`src/rtl/mire_pkg.sv`:
```
`default_nettype none
// ============================================================================
// Module : mire_pkg
// Brief  : Shared types, constants and helpers for the mire pattern master.
// Rev    : 1.0  initial release
// ============================================================================
package mire_pkg;

    typedef enum logic [1:0] {
        IDLE  = 2'd0,
        WRITE = 2'd1,
        PAUSE = 2'd2
    } state_t;

    localparam logic [31:0] WHITE = 32'h00FF_FFFF;

    // Counter width for values 0..n-1, never narrower than one bit.
    function automatic int cnt_width(input int n);
        return (n > 1) ? $clog2(n) : 1;
    endfunction

endpackage
`default_nettype wire

```
`src/rtl/mire_pix_cnt.sv`:
```
`default_nettype none
// ============================================================================
// Module : mire_pix_cnt
// Brief  : Raster position (x, y, frame) and byte address, stepped by advance.
// Rev    : 1.0  initial release
// ============================================================================
module mire_pix_cnt
    import mire_pkg::*;
#(
    parameter int HDISP = 800,
    parameter int VDISP = 480,
    localparam int XW   = cnt_width(HDISP),
    localparam int YW   = cnt_width(VDISP)
) (
    input  logic          sys_clk,
    input  logic          sys_rst,
    input  logic          advance,
    output logic [XW-1:0] x_nxt,
    output logic [YW-1:0] y_nxt,
    output logic [7:0]    frame_nxt,
    output logic [31:0]   adr,
    output logic          end_of_line,
    output logic          end_of_frame
);

    logic [XW-1:0] x_q, x_d;
    logic [YW-1:0] y_q, y_d;
    logic [7:0]    frame_q, frame_d;
    logic [31:0]   adr_q, adr_d;

    assign end_of_line  = (x_q == XW'(HDISP - 1));
    assign end_of_frame = end_of_line && (y_q == YW'(VDISP - 1));

    // Address tracks the raster incrementally so no multiplier is needed.
    always_comb begin
        x_d     = x_q;
        y_d     = y_q;
        frame_d = frame_q;
        adr_d   = adr_q;
        if (advance) begin
            if (end_of_frame) begin
                x_d     = '0;
                y_d     = '0;
                frame_d = frame_q + 8'd1;
                adr_d   = '0;
            end else if (end_of_line) begin
                x_d   = '0;
                y_d   = y_q + YW'(1);
                adr_d = adr_q + 32'd4;
            end else begin
                x_d   = x_q + XW'(1);
                adr_d = adr_q + 32'd4;
            end
        end
    end

    always_ff @(posedge sys_clk or posedge sys_rst) begin
        if (sys_rst) begin
            x_q     <= '0;
            y_q     <= '0;
            frame_q <= '0;
            adr_q   <= '0;
        end else begin
            x_q     <= x_d;
            y_q     <= y_d;
            frame_q <= frame_d;
            adr_q   <= adr_d;
        end
    end

    assign x_nxt     = x_d;
    assign y_nxt     = y_d;
    assign frame_nxt = frame_d;
    assign adr       = adr_q;

endmodule
`default_nettype wire

```
`src/rtl/mire_wshb.sv`:
```
`default_nettype none
// ============================================================================
// Module : mire_wshb
// Brief  : Wishbone master writing a grid/gradient test pattern to a framebuffer.
// Rev    : 1.0  initial release
// ============================================================================
module mire_wshb
    import mire_pkg::*;
#(
    parameter int HDISP     = 800,
    parameter int VDISP     = 480,
    parameter int BURST     = 64,
    parameter int PAUSE_CYC = 2,
    parameter int GRID      = 16
) (
    input  logic        sys_clk,
    input  logic        sys_rst,
    input  logic        enable,
    output logic        wshb_cyc,
    output logic        wshb_stb,
    output logic        wshb_we,
    output logic [3:0]  wshb_sel,
    output logic [2:0]  wshb_cti,
    output logic [1:0]  wshb_bte,
    output logic [31:0] wshb_adr,
    output logic [31:0] wshb_dat_ms,
    input  logic        wshb_ack
);

    localparam int XW = cnt_width(HDISP);
    localparam int YW = cnt_width(VDISP);
    localparam int BW = cnt_width(BURST);
    localparam int PW = cnt_width(PAUSE_CYC);

    state_t        state_q, state_d;
    logic          cyc_q, cyc_d;
    logic [BW-1:0] burst_q, burst_d;
    logic [PW-1:0] pause_q, pause_d;
    logic [31:0]   dat_q, dat_d;

    logic          advance;
    logic [XW-1:0] x_nxt;
    logic [YW-1:0] y_nxt;
    logic [7:0]    frame_nxt;
    logic [31:0]   pix_adr;
    logic          end_of_line;
    logic          end_of_frame;
    logic          unused_flags;
    logic          grid_hit;

    assign advance = (state_q == WRITE) && wshb_ack;

    mire_pix_cnt #(
        .HDISP (HDISP),
        .VDISP (VDISP)
    ) u_pix_cnt (
        .sys_clk      (sys_clk),
        .sys_rst      (sys_rst),
        .advance      (advance),
        .x_nxt        (x_nxt),
        .y_nxt        (y_nxt),
        .frame_nxt    (frame_nxt),
        .adr          (pix_adr),
        .end_of_line  (end_of_line),
        .end_of_frame (end_of_frame)
    );

    // Raster flags are informational here; the FSM keys only on ack/burst.
    assign unused_flags = end_of_line ^ end_of_frame;

    // Data is formatted from the position the counter holds after this edge,
    // so the registered word always matches the registered address.
    always_comb begin
        grid_hit = ((x_nxt & XW'(GRID - 1)) == '0) || ((y_nxt & YW'(GRID - 1)) == '0);
        dat_d    = grid_hit ? WHITE : {8'h00, 8'(x_nxt), 8'(y_nxt), frame_nxt};
    end

    always_comb begin
        state_d = state_q;
        cyc_d   = cyc_q;
        burst_d = burst_q;
        pause_d = pause_q;
        case (state_q)
            IDLE: begin
                if (enable) begin
                    state_d = WRITE;
                    cyc_d   = 1'b1;
                end
            end
            WRITE: begin
                if (wshb_ack) begin
                    if (burst_q == BW'(BURST - 1)) begin
                        burst_d = '0;
                        pause_d = '0;
                        state_d = PAUSE;
                        cyc_d   = 1'b0;
                    end else begin
                        burst_d = burst_q + BW'(1);
                        if (!enable) begin
                            state_d = IDLE;
                            cyc_d   = 1'b0;
                        end
                    end
                end
            end
            PAUSE: begin
                if (pause_q == PW'(PAUSE_CYC - 1)) begin
                    pause_d = '0;
                    state_d = enable ? WRITE : IDLE;
                    cyc_d   = enable;
                end else begin
                    pause_d = pause_q + PW'(1);
                end
            end
            default: begin
                state_d = IDLE;
                cyc_d   = 1'b0;
            end
        endcase
    end

    always_ff @(posedge sys_clk or posedge sys_rst) begin
        if (sys_rst) begin
            state_q <= IDLE;
            cyc_q   <= 1'b0;
            burst_q <= '0;
            pause_q <= '0;
            dat_q   <= '0;
        end else begin
            state_q <= state_d;
            cyc_q   <= cyc_d;
            burst_q <= burst_d;
            pause_q <= pause_d;
            dat_q   <= dat_d;
        end
    end

    assign wshb_cyc    = cyc_q;
    assign wshb_stb    = cyc_q;
    assign wshb_we     = 1'b1;
    assign wshb_sel    = 4'hF;
    assign wshb_cti    = 3'b000;
    assign wshb_bte    = 2'b00;
    assign wshb_adr    = pix_adr;
    assign wshb_dat_ms = dat_q;

endmodule
`default_nettype wire

```
`config.mk`:
```
export PLATFORM = sky130hd
export DESIGN_NAME = mire_wshb
export DESIGN_NICKNAME = d
export VERILOG_FILES = /design/src/rtl/mire_pkg.sv /design/src/rtl/mire_pix_cnt.sv /design/src/rtl/mire_wshb.sv
export SDC_FILE = /design/constraint.sdc
export NUM_CORES = 1
export LEC_CHECK = 0
export ABC_AREA = 0
export BUFFER_PORTS_ARGS = -buffer_cell sky130_fd_sc_hd__clkbuf_2
export CAP_MARGIN = 15
export CORE_MARGIN = 2
export CORE_UTILIZATION = 59
export DETAILED_ROUTE_END_ITERATION = 10
export MAX_ROUTING_LAYER = met4
export PLACE_DENSITY = 0.84
export SYNTH_ARGS = -nofsm -noshare
export SYNTH_HDL_FRONTEND = slang
export SYNTH_SLANG_ARGS = --single-unit
```
`constraint.sdc`:
```
create_clock -name sys_clk -period 6.36 [get_ports sys_clk]
set_input_delay 1.272 -clock sys_clk [delete_from_list [all_inputs] [get_ports sys_clk]]
set_output_delay 1.272 -clock sys_clk [all_outputs]
set_load 0.02 [all_outputs]
```
==> reports/qor.csv <==
metric,value,unit
outcome,"finished, final reports clean",
post-synthesis area per instance,10.35,um2
final core utilization,69.13,%
synthesized area,4233,um2
total length of routed wires,8529,um
cell with the most instances after synthesis,dfrtp_1,
Remaining DRCs,0,
# hold bufs at CTS,0,
overall via count from detail_route,3149,
largest cells by area after synthesis,"dfrtp_1 (54%), xor2_1 (5.2%), buf_4 (4.3%), xnor2_1 (3.9%), nand2_1 (3.5%)",
CTS Buf Count,9,
highest clock rate,251.0,MHz
number of buffers added for setup after CTS,0,
largest family of logic cells by synthesized area,simple AND/OR/NAND/NOR gates,
capture point of the critical path,wshb_dat_ms[15]$_DFF_PP0_,
number of DRC markers in iteration 0,191,
number of pins exceeding their max-slew limit in the final report,0,
Hold Slack,0.4836,ns
Root Buffer Master,clkbuf_8,
gate count of the mapped netlist,409,
final count of hold timing violations,0,
largest fanout on the critical path,21,
startpoint class of the critical path,input port,
most area-hungry cell type in the Yosys netlist,dfrtp_1,
final setup violating endpoints,0,
simple-gate area share of the yosys netlist,22.79,%
first drt pass iteration count,4,
CP startpoint,wshb_ack,
maxcap violations,0,
RSZ-0062 raised after global routing,no,
wire length of the first global-routing pass,13610,um
share of the cycle needed by the critical path after routing,62.64,%
total routing resource utilization after global routing,23.21,%
critical path data required time,6.54,ns
remaining global-route overflow,0,
floorplan row count,30,
most frequent cells after synthesis,"dfrtp_1 (91), nand2_1 (40), nor2_1 (40), xor2_1 (25), buf_4 (24)",
clock sink total,91,
fraction of synthesized area in multiplexers,0.7390,%
WL/cell,14.99,um
proportion of layout cells with a drive suffix above 1,19.45,%
dominant synthesized flop cell,dfrtp_1,
area enclosed by the die boundary,7868,um2
post-route ant nets,0,
power density over the cells,264.7,nW/um2
parity-gate share of the synthesized area counting xor and xnor cells,9.104,%
Peak supply drop,0.1824,mV
number of buffers on the longest clock path,2,
Crit Reg-Reg Endpoint,wshb_dat_ms[15]$_DFF_PP0_,
arrival time at the worst endpoint,4.16,ns
count of unique library cells instantiated by Yosys,46,
routability-driven placement congestion ratio,0.8454,
"Async S/R FF share, synth",100.0,%
placeable core region,6869,um2
CTS tree,yes,
pin count of the biggest net entering global routing,92,
headroom to the max-slew limit,28.17,%
Vias per Instance,5.534,
sequential element share of the synthesized area,53.80,%
area fraction of the dominant cell type after synthesis,53.80,%
compound-gate portion of the synthesized area,6.178,%
Worst Max-Slew Pin Slew,1.077,ns
CTS HTree Levels,3,
Filler cells,539,
worst path setup slack after routing,2.376,ns
Pleak,0.002174,uW
number of port buffers,59,
kind of capture point of the worst setup path,flip-flop,
flop-to-flop setup slack,2.87,ns
# IOs,80,
number of flops mapped to enable cells by yosys,0,
Final nets,477,
count of warnings emitted by yosys,0,
cells resized by post-CTS repair,0,
Setup Skew,0.01187,ns
critical setup path kind,input port to flip-flop,
initial antenna violation count,0,
flip-flop and latch count after synthesis,91,
die outline width,88.70,um
clock-pin slew of the registers on the worst-case setup and hold paths,0.09,ns
number of global-route vias before repair,2933,
insertion delay to the later sink of the worst-skew pair,0.36,ns
worst flop-to-flop path startpoint,state_q[0]$_DFFE_PP0P_,
height of the die,88.70,um
post-detail-place hpwl,5872,um
initial standard-cell utilization of the core,61.62,%
worst setup timing slack at the placement stage,2.043,ns
ANT cells,0,
aggregate negative setup slack,0,ns
Worst Reg2Reg Path Length in Cells,6,
Syn-to-layout area delta,12.18,%
Tot Pwr,1257,uW
adder-cell area share of the yosys netlist,1.478,%
"Min Clock Period, post-route",3.984,ns
class of the tightest hold or removal check,flip-flop to flip-flop,
==> placed cells by master, fill, tap and decap left out, types with 2 or more instances in the layout <==
master       n
clkinv_2     2
nor4_1       4
dfrtp_1     91
o21ai_0     17
or4_1        2
buf_4        3
xor2_1      25
a211o_1      2
clkbuf_8     9
nor3_1       5
o21ai_1      2
xnor2_1     19
clkbuf_2    59
clkinvlp_4   3
nand2b_1    20
nor2_1      39
and4_1       4
o31ai_1      3
nand3_1     22
nor4_2       2
a21oi_1      6
nand4b_1     2
o41ai_1      2
and2_1       3
nand4_1     12
inv_6        2
or3_1        5
ha_1         5
or2_2        2
conb_1      20
nand2_1     40
and3_1      17
mux2i_1      2
inv_1        4
==> worst min-delay path by stage <==
stage                                   startpoint                             end  slack, ns  cells past startpoint
floorplan           u_pix_cnt.frame_q[7]$_DFF_PP0_  u_pix_cnt.frame_q[7]$_DFF_PP0_       0.44                      1
global placement    u_pix_cnt.frame_q[7]$_DFF_PP0_  u_pix_cnt.frame_q[7]$_DFF_PP0_       0.46                      1
detailed placement  u_pix_cnt.frame_q[7]$_DFF_PP0_  u_pix_cnt.frame_q[7]$_DFF_PP0_       0.46                      1
CTS                 u_pix_cnt.frame_q[7]$_DFF_PP0_  u_pix_cnt.frame_q[7]$_DFF_PP0_       0.48                      1
global route        u_pix_cnt.frame_q[7]$_DFF_PP0_  u_pix_cnt.frame_q[7]$_DFF_PP0_       0.50                      1
finish              u_pix_cnt.frame_q[7]$_DFF_PP0_  u_pix_cnt.frame_q[7]$_DFF_PP0_       0.48                      1
==> state kept, by name (all words and copies together), names as in the netlist <==
name               flops
wshb_cyc               1
burst_q                6
u_pix_cnt.x_q         10
u_pix_cnt.y_q          9
wshb_dat_ms           24
state_q                2
pause_q                1
u_pix_cnt.adr         30
u_pix_cnt.frame_q      8
==> logic make-up (layout without fill, tap and decap cells) <==
logic type               count (synthesis)  count (layout)
multiplexers                             3               3
flip-flops                              91              91
adder cells (fa/ha/maj)                  5               5
AND/OR/NAND/NOR                        185             185
XOR/XNOR                                44              44
other                                    2              20
AO/OA/AOI/OAI                           40              40
buffers and inverters                   39              85
==> metal layers <==
layer	global-route usage [%]	routed length, um	up-vias
met5	-	0	-
met4	9.091	97	0
met3	5.131	542	10
met2	34.94	4087	99
met1	30.86	3801	1566
li1	-	-	1474
==> stage by stage <==
step                      instances  instance area [um2]
after CTS                       568                 4721
after floorplan                 427                 4300
after detailed placement        552                 4522
after global placement          552                 4522
after global routing            569                 4748
final                           569                 4748
==> worst max-delay path, cell delays in order <==
cell      delay, ns
clkbuf_2       0.12
nand3b_1       0.43
or4_1          0.87
nor3_2         0.29
a211oi_4       0.08
a21oi_2        0.87
o311ai_1       0.22
==> power by group <==
group	internal, uW	leakage [uW]	total [uW]	switching, uW
logic	63.6	0.000980	180	116
registers	624	0.00110	682	57.9
clock network	184	0.0000923	395	212
==> layout make-up <==
type                            instances  area, um2  share of cell area (%)
Multi-Input combinational cell        297       1783                   37.55
Timing Repair Buffer                   63      345.3                   7.273
Clock inverter                          7      75.07                   1.581
Clock buffer                            9      123.9                   2.609
Sequential cell                        91       2277                   47.96
Tap cell                               96      120.1                   2.530
Inverter                                6      23.77                  0.5007
No activity file was read; power rests on OpenSTA's default activity.
